**config.mk**
```make
export PLATFORM = sky130hd
export DESIGN_NAME = game_session
export DESIGN_NICKNAME = d
export VERILOG_FILES = /design/src/rtl/game_session.sv
export SDC_FILE = /design/constraint.sdc
export NUM_CORES = 1
export LEC_CHECK = 0
export ABC_AREA = 1
export CAP_MARGIN = 20
export CORE_MARGIN = 2
export CORE_UTILIZATION = 45
export DETAILED_ROUTE_END_ITERATION = 6
export PLACE_DENSITY = 0.79
export REMOVE_ABC_BUFFERS = 1
export SETUP_SLACK_MARGIN = 0.3
export SLEW_MARGIN = 15
export SYNTH_ARGS = -nofsm -noshare
export SYNTH_HDL_FRONTEND = slang
export SYNTH_SLANG_ARGS = --single-unit
```
**constraint.sdc**
```tcl
create_clock -name i_clk_pix -period 3.9 [get_ports i_clk_pix]
set_input_delay 0.39 -clock i_clk_pix [delete_from_list [all_inputs] [get_ports i_clk_pix]]
set_output_delay 0.39 -clock i_clk_pix [all_outputs]
set_load 0.005 [all_outputs]
```
**src/rtl/game_session.sv**
```systemverilog
// Main-game session controller: answers the menu start handshake, clears the
// score RAM, then sequences countdown / play / pause / game-over.
module game_session #(
    parameter int FPS               = 60,
    parameter int GAME_SECONDS      = 99,
    parameter int COUNTDOWN_SECONDS = 3,
    parameter int LIVES             = 3,
    parameter int INIT_DEPTH        = 16
) (
    input  logic                          i_clk_pix,
    input  logic                          i_rst_n,
    input  logic                          i_frame,
    input  logic                          i_main_start,
    input  logic [2:0]                    i_key,
    input  logic                          i_hit,
    input  logic [7:0]                    i_score_inc,
    output logic                          o_main_ready,
    output logic [2:0]                    o_state,
    output logic                          o_playing,
    output logic                          o_paused,
    output logic                          o_game_over,
    output logic [3:0]                    o_countdown,
    output logic [7:0]                    o_time_left,
    output logic [3:0]                    o_lives,
    output logic [15:0]                   o_score,
    output logic                          o_clr_we,
    output logic [$clog2(INIT_DEPTH)-1:0] o_clr_addr
);

    localparam int FW = (FPS > 1) ? $clog2(FPS) : 1;
    localparam int AW = $clog2(INIT_DEPTH);
    localparam logic [FW-1:0] FC_LAST   = FW'(FPS - 1);
    localparam logic [AW-1:0] ADDR_LAST = AW'(INIT_DEPTH - 1);

    typedef enum logic [2:0] {
        S_IDLE      = 3'd0,
        S_INIT      = 3'd1,
        S_READY     = 3'd2,
        S_COUNTDOWN = 3'd3,
        S_PLAY      = 3'd4,
        S_PAUSE     = 3'd5,
        S_OVER      = 3'd6
    } state_t;

    state_t          state, state_nxt;
    logic [FW-1:0]   fc, fc_nxt;
    logic [3:0]      cd_nxt;
    logic [7:0]      time_nxt;
    logic [3:0]      lives_nxt;
    logic [15:0]     score_nxt;
    logic            clr_we_nxt;
    logic [AW-1:0]   clr_addr_nxt;
    logic [1:0]      key_prev;
    logic            pause_edge, start_edge, frame_wrap, go_init;
    logic [16:0]     score_sum;
    logic            unused_key;

    assign unused_key = i_key[2];
    assign o_state    = state;

    always_comb begin
        pause_edge   = i_key[1] & ~key_prev[1];
        start_edge   = i_key[0] & ~key_prev[0];
        frame_wrap   = i_frame && (fc == FC_LAST);
        score_sum    = {1'b0, o_score} + {9'd0, i_score_inc};
        go_init      = 1'b0;
        state_nxt    = state;
        fc_nxt       = fc;
        cd_nxt       = o_countdown;
        time_nxt     = o_time_left;
        lives_nxt    = o_lives;
        score_nxt    = o_score;
        clr_we_nxt   = o_clr_we;
        clr_addr_nxt = o_clr_addr;

        case (state)
            S_IDLE: if (i_main_start) go_init = 1'b1;
            S_INIT: begin
                if (o_clr_addr == ADDR_LAST) begin
                    state_nxt    = S_READY;
                    clr_we_nxt   = 1'b0;
                    clr_addr_nxt = '0;
                end else begin
                    clr_addr_nxt = o_clr_addr + AW'(1);
                end
            end
            S_READY: if (!i_main_start) state_nxt = S_COUNTDOWN;
            S_COUNTDOWN: begin
                if (frame_wrap) begin
                    fc_nxt = '0;
                    if (o_countdown <= 4'd1) begin
                        cd_nxt    = '0;
                        state_nxt = S_PLAY;
                    end else begin
                        cd_nxt = o_countdown - 4'd1;
                    end
                end else if (i_frame) begin
                    fc_nxt = fc + FW'(1);
                end
            end
            S_PLAY: begin
                if (frame_wrap) begin
                    fc_nxt = '0;
                    if (o_time_left != 8'd0) time_nxt = o_time_left - 8'd1;
                end else if (i_frame) begin
                    fc_nxt = fc + FW'(1);
                end
                if (i_hit && o_lives != 4'd0) lives_nxt = o_lives - 4'd1;
                score_nxt = score_sum[16] ? '1 : score_sum[15:0];
                // Game-over takes priority over a same-cycle pause request.
                if (lives_nxt == 4'd0 || time_nxt == 8'd0) state_nxt = S_OVER;
                else if (pause_edge)                       state_nxt = S_PAUSE;
            end
            S_PAUSE: if (pause_edge) state_nxt = S_PLAY;
            S_OVER:  if (start_edge) go_init = 1'b1;
            default: state_nxt = S_IDLE;
        endcase

        if (go_init) begin
            state_nxt    = S_INIT;
            clr_we_nxt   = 1'b1;
            clr_addr_nxt = '0;
            fc_nxt       = '0;
            cd_nxt       = 4'(COUNTDOWN_SECONDS);
            time_nxt     = 8'(GAME_SECONDS);
            lives_nxt    = 4'(LIVES);
            score_nxt    = '0;
        end
    end

    always_ff @(posedge i_clk_pix) begin
        if (!i_rst_n) begin
            state        <= S_IDLE;
            fc           <= '0;
            key_prev     <= '0;
            o_countdown  <= '0;
            o_time_left  <= '0;
            o_lives      <= '0;
            o_score      <= '0;
            o_clr_we     <= 1'b0;
            o_clr_addr   <= '0;
            o_main_ready <= 1'b0;
            o_playing    <= 1'b0;
            o_paused     <= 1'b0;
            o_game_over  <= 1'b0;
        end else begin
            state        <= state_nxt;
            fc           <= fc_nxt;
            key_prev     <= i_key[1:0];
            o_countdown  <= cd_nxt;
            o_time_left  <= time_nxt;
            o_lives      <= lives_nxt;
            o_score      <= score_nxt;
            o_clr_we     <= clr_we_nxt;
            o_clr_addr   <= clr_addr_nxt;
            o_main_ready <= (state_nxt == S_READY);
            o_playing    <= (state_nxt == S_PLAY);
            o_paused     <= (state_nxt == S_PAUSE);
            o_game_over  <= (state_nxt == S_OVER);
        end
    end

endmodule

```
==> implementation parameters <==
Parameter                              Value

Run status
  Outcome ... complete, but fails checks
  Failing checks ... design-rule violations

Global routing
  Maximum number of pins on one net before global-route repair ... 20
  Number of global-route vias before repair ... 2644
  All-Layer GR Usage ... 19.18%
  Initial antenna violation count ... 0
  Global-route wire length before repair ... 11520 um
  Remaining Overflow, GRT ... 0

Setup path
  Worst flop-to-flop path startpoint ... o_score[0]
  Critical Path AT ... 2690 ps
  Worst reg2reg path endpoint ... o_score[9]
  R2R Setup Slk ... 1600 ps
  CP max FO ... 5
  Startpoint-to-endpoint class of the critical path ... in -> reg
  Critical path capture point type ... flip-flop
  Reg2Reg Depth ... 14
  Crit path launch type ... primary input
  Data required time of the critical path ... 4160 ps

Yosys
  Register bit total from synthesis ... 52
  Number of flops mapped to enable cells by yosys ... 0
  Synth Area per Inst ... 6.890 sq um
  Yosys top cell area share ... 34.49%
  Async set or reset register ratio after synthesis ... 0%
  Main area contributors after synthesis ... sky130_fd_sc_hd__dfxtp_1 34%, sky130_fd_sc_hd__nand2_1 11%, sky130_fd_sc_hd__inv_1 9.6%
  Cell variety after synth ... 34
  Post-synthesis instance area ... 0.003018 sq mm
  Yosys warning total ... 0
  Most repeated cell in the gate-level netlist after synthesis ... sky130_fd_sc_hd__nand2_1
  Share of the yosys chip area belonging to registers ... 34.49%
  Most common flop cell mapped by yosys ... sky130_fd_sc_hd__dfxtp_1
  Cells after Synth ... 438
  Library cell occupying the most area in the post-synthesis netlist ... sky130_fd_sc_hd__dfxtp_1
  Most frequent cells after synthesis ... 92 x sky130_fd_sc_hd__nand2_1, 77 x sky130_fd_sc_hd__inv_1, 52 x sky130_fd_sc_hd__dfxtp_1, 43 x sky130_fd_sc_hd__nor2_1, 32 x sky130_fd_sc_hd__a21oi_1

Cells and area
  ANT cells ... 0
  Final #Nets ... 530
  Area grow syn2layout ... 24.67%
  Count of fill cells added during filler insertion ... 583
  Share of layout cells above drive strength 1 ... 5.010%
  Finished Core Util ... 58.58%
  Summed area of non-filler cells in the final layout ... about 0.0038 sq mm

Min path
  Hold Startpoint ... o_clr_we
  Number of stages on the worst hold path ... 2
  Worst Hold Class ... reg -> reg
  Hold Path Sink ... o_clr_we

Floorplanning
  Ports ... 60
  Number of standard-cell rows in the floorplan ... 29
  Die Y ... 85.89 um
  Core area ... approximately 0.0064 sq mm
  Die Wd ... 85.89 um
  Die area ... ~0.0074 sq mm
  Initial Util ... around 47%

Clock tree
  TritonCTS clock tree ... yes
  Count of hold buffers inserted by post-cts repair ... 0
  Worst-path clk slew ... roughly 110 ps
  Number of buffers inserted by post-CTS setup repair ... 0
  Total clock sinks ... 52
  Num CTS Buffers ... 5
  Cell chosen for the clock root ... sky130_fd_sc_hd__clkbuf_8
  Number of H-tree levels ... 2
  Number of cells upsized or downsized after cts ... 0
  Buffer depth of the longest clock path ... 2
  Clock latency on the worst-skew pair ... 320 ps

Route
  Mean routed wirelength per cell ... approximately 12 um
  Per-cell via count in the routed design ... 5.087
  Vias post-DR ... a little under 3000
  First-pass iteration count of the detailed router ... 6
  Wire length reported by the detailed router ... 6850 um
  DRC errors left ... 4
  Drt first-iter violations ... between 80 and 90
  Remaining antenna violation count ... 0

STA
  Maximum frequency from static timing analysis ... 0.4101 GHz
  RSZ-0062 raised after global routing ... false
  Final number of setup-violating endpoints ... 0
  Pins Over Slew Limit ... 0
  Period utilization ... between 60% and 70%
  Final min period ... 2438 ps
  Final sum of negative setup slack ... 0 ps
  Clock skew after layout ... between 15 and 20 ps
  Worst max-slew margin expressed relative to the limit ... 67.96%
  Final-report hold violation count ... 0
  Transition time at the pin with the least slew margin ... 480.1 ps

Placed design
  Detail Placement HPWL ... 5188 um
  Final estimated routing congestion in global placement ... 0.8795
  Count of input and output buffers ... 58
  Placement Cell Area ... 0.003670 sq mm

Power and ir drop
  Power density normalized to cell area ... 270.5 mW/mm^2
  Cell leakage power ... 1.676 nW
  Post-layout total power ... 1.018 mW
  VDD IR max ... 0.1462 mV

Flow run
  Maxcap violations ... 0
worst max path at each step:
stage / start / to / slack (ps) / cells past startpoint
floorplan: i_score_inc[0] / o_score[9] / 1920 / 14
global placement: i_score_inc[0] / o_score[9] / 1200 / 15
detailed placement: i_score_inc[0] / o_score[9] / 1150 / 15
CTS: i_score_inc[0] / o_score[9] / 1480 / 15
global route: i_score_inc[0] / o_score[9] / 1280 / 15
finish: i_score_inc[0] / o_score[9] / 1460 / 15
report_power, final:
group | total [mW] | switching, mW | internal (mW)
clock | 0.320 | 0.192 | 0.127
combinational | 0.146 | 0.0825 | 0.0635
sequential | 0.552 | 0.0104 | 0.542
state kept, by name, indices dropped and copies added, names as in the netlist:
name          count
o_time_left       8
o_score          16
o_paused          1
o_countdown       4
o_main_ready      1
o_clr_we          1
fc                6
key_prev          2
o_game_over       1
o_playing         1
o_lives           4
o_clr_addr        4
o_state           3
cells by family (layout without fill, tap and decap cells):
logic type                 Yosys count  after routing  share of synthesized area, %
xor gates and xnor gates            11             11                         3.192
buffers and inverters               87            148                         11.28
DFF                                 52             52                         34.49
AOI/OAI and AO/OA                   78             78                         14.68
adders and majority gates           16             16                         6.882
and+or+nand+nor                    194            194                         29.48
per-layer routing:
metal	part of all wire (%)	vias up	wire (um)	GRT usage [%]
li1	-	1544	-	-
met1	46	1312	3129	23.68
met2	48	61	3277	33.26
met3	4.6	13	314	3.465
met4	1.9	0	128	6.926
met5	0	-	0	0
final cells by class:
class                      instances  area (sq um)  area share, %
multi-input combinational        299          1637          43.50
sequential                        52          1041          27.67
timing repair buffer              60         595.6          15.83
inverter                          80         300.3          7.981
tap                               77         96.34          2.561
clock buffer                       5         68.82          1.829
clock inverter                     3         23.77         0.6319
stage by stage:
step                setup WS [ps]  std cells  hold slack [ps]
global route                 1278        576            524.2
floorplan                    1918        431            466.3
detailed placement           1149        568            468.9
CTS                          1477        576            486.3
global placement             1198        568            476.5
finish                       1462        576            481.7
cell usage in the layout, fill, tap and decap left out, drive strengths merged:
cell type | Yosys | final
buf | 3 | 2
o21bai | 1 | 1
inv | 79 | 79
nand3b | 2 | 2
dfxtp | 52 | 52
o211ai | 6 | 6
nor2 | 45 | 45
clkinvlp | 0 | 2
or2 | 2 | 2
a31oi | 4 | 4
xnor2 | 1 | 1
ha | 15 | 15
nand2 | 94 | 94
o21ai | 26 | 26
xor2 | 10 | 10
nor3 | 7 | 7
a21oi | 32 | 32
clkinv | 1 | 2
nand4 | 7 | 7
o221ai | 2 | 2
fa | 1 | 1
a2bb2oi | 1 | 1
a221oi | 3 | 3
clkdlybuf4s50 | 0 | 58
clkbuf | 4 | 5
a211oi | 3 | 3
nand3 | 35 | 35
nor4 | 2 | 2
worst max-delay path, cell delays in order:
cell	delay, ps
sky130_fd_sc_hd__clkdlybuf4s50_1	470
sky130_fd_sc_hd__ha_1	160
sky130_fd_sc_hd__inv_1	60
sky130_fd_sc_hd__fa_1	400
sky130_fd_sc_hd__inv_1	70
sky130_fd_sc_hd__nand3_1	60
sky130_fd_sc_hd__nand2_1	120
sky130_fd_sc_hd__nand4_1	100
sky130_fd_sc_hd__nand2_1	120
sky130_fd_sc_hd__nand3_1	100
sky130_fd_sc_hd__nor2_1	240
sky130_fd_sc_hd__inv_1	160
sky130_fd_sc_hd__o21ai_0	110
sky130_fd_sc_hd__a21oi_1	60
sky130_fd_sc_hd__nor2_1	80
No activity file was read; power rests on OpenSTA's default activity.
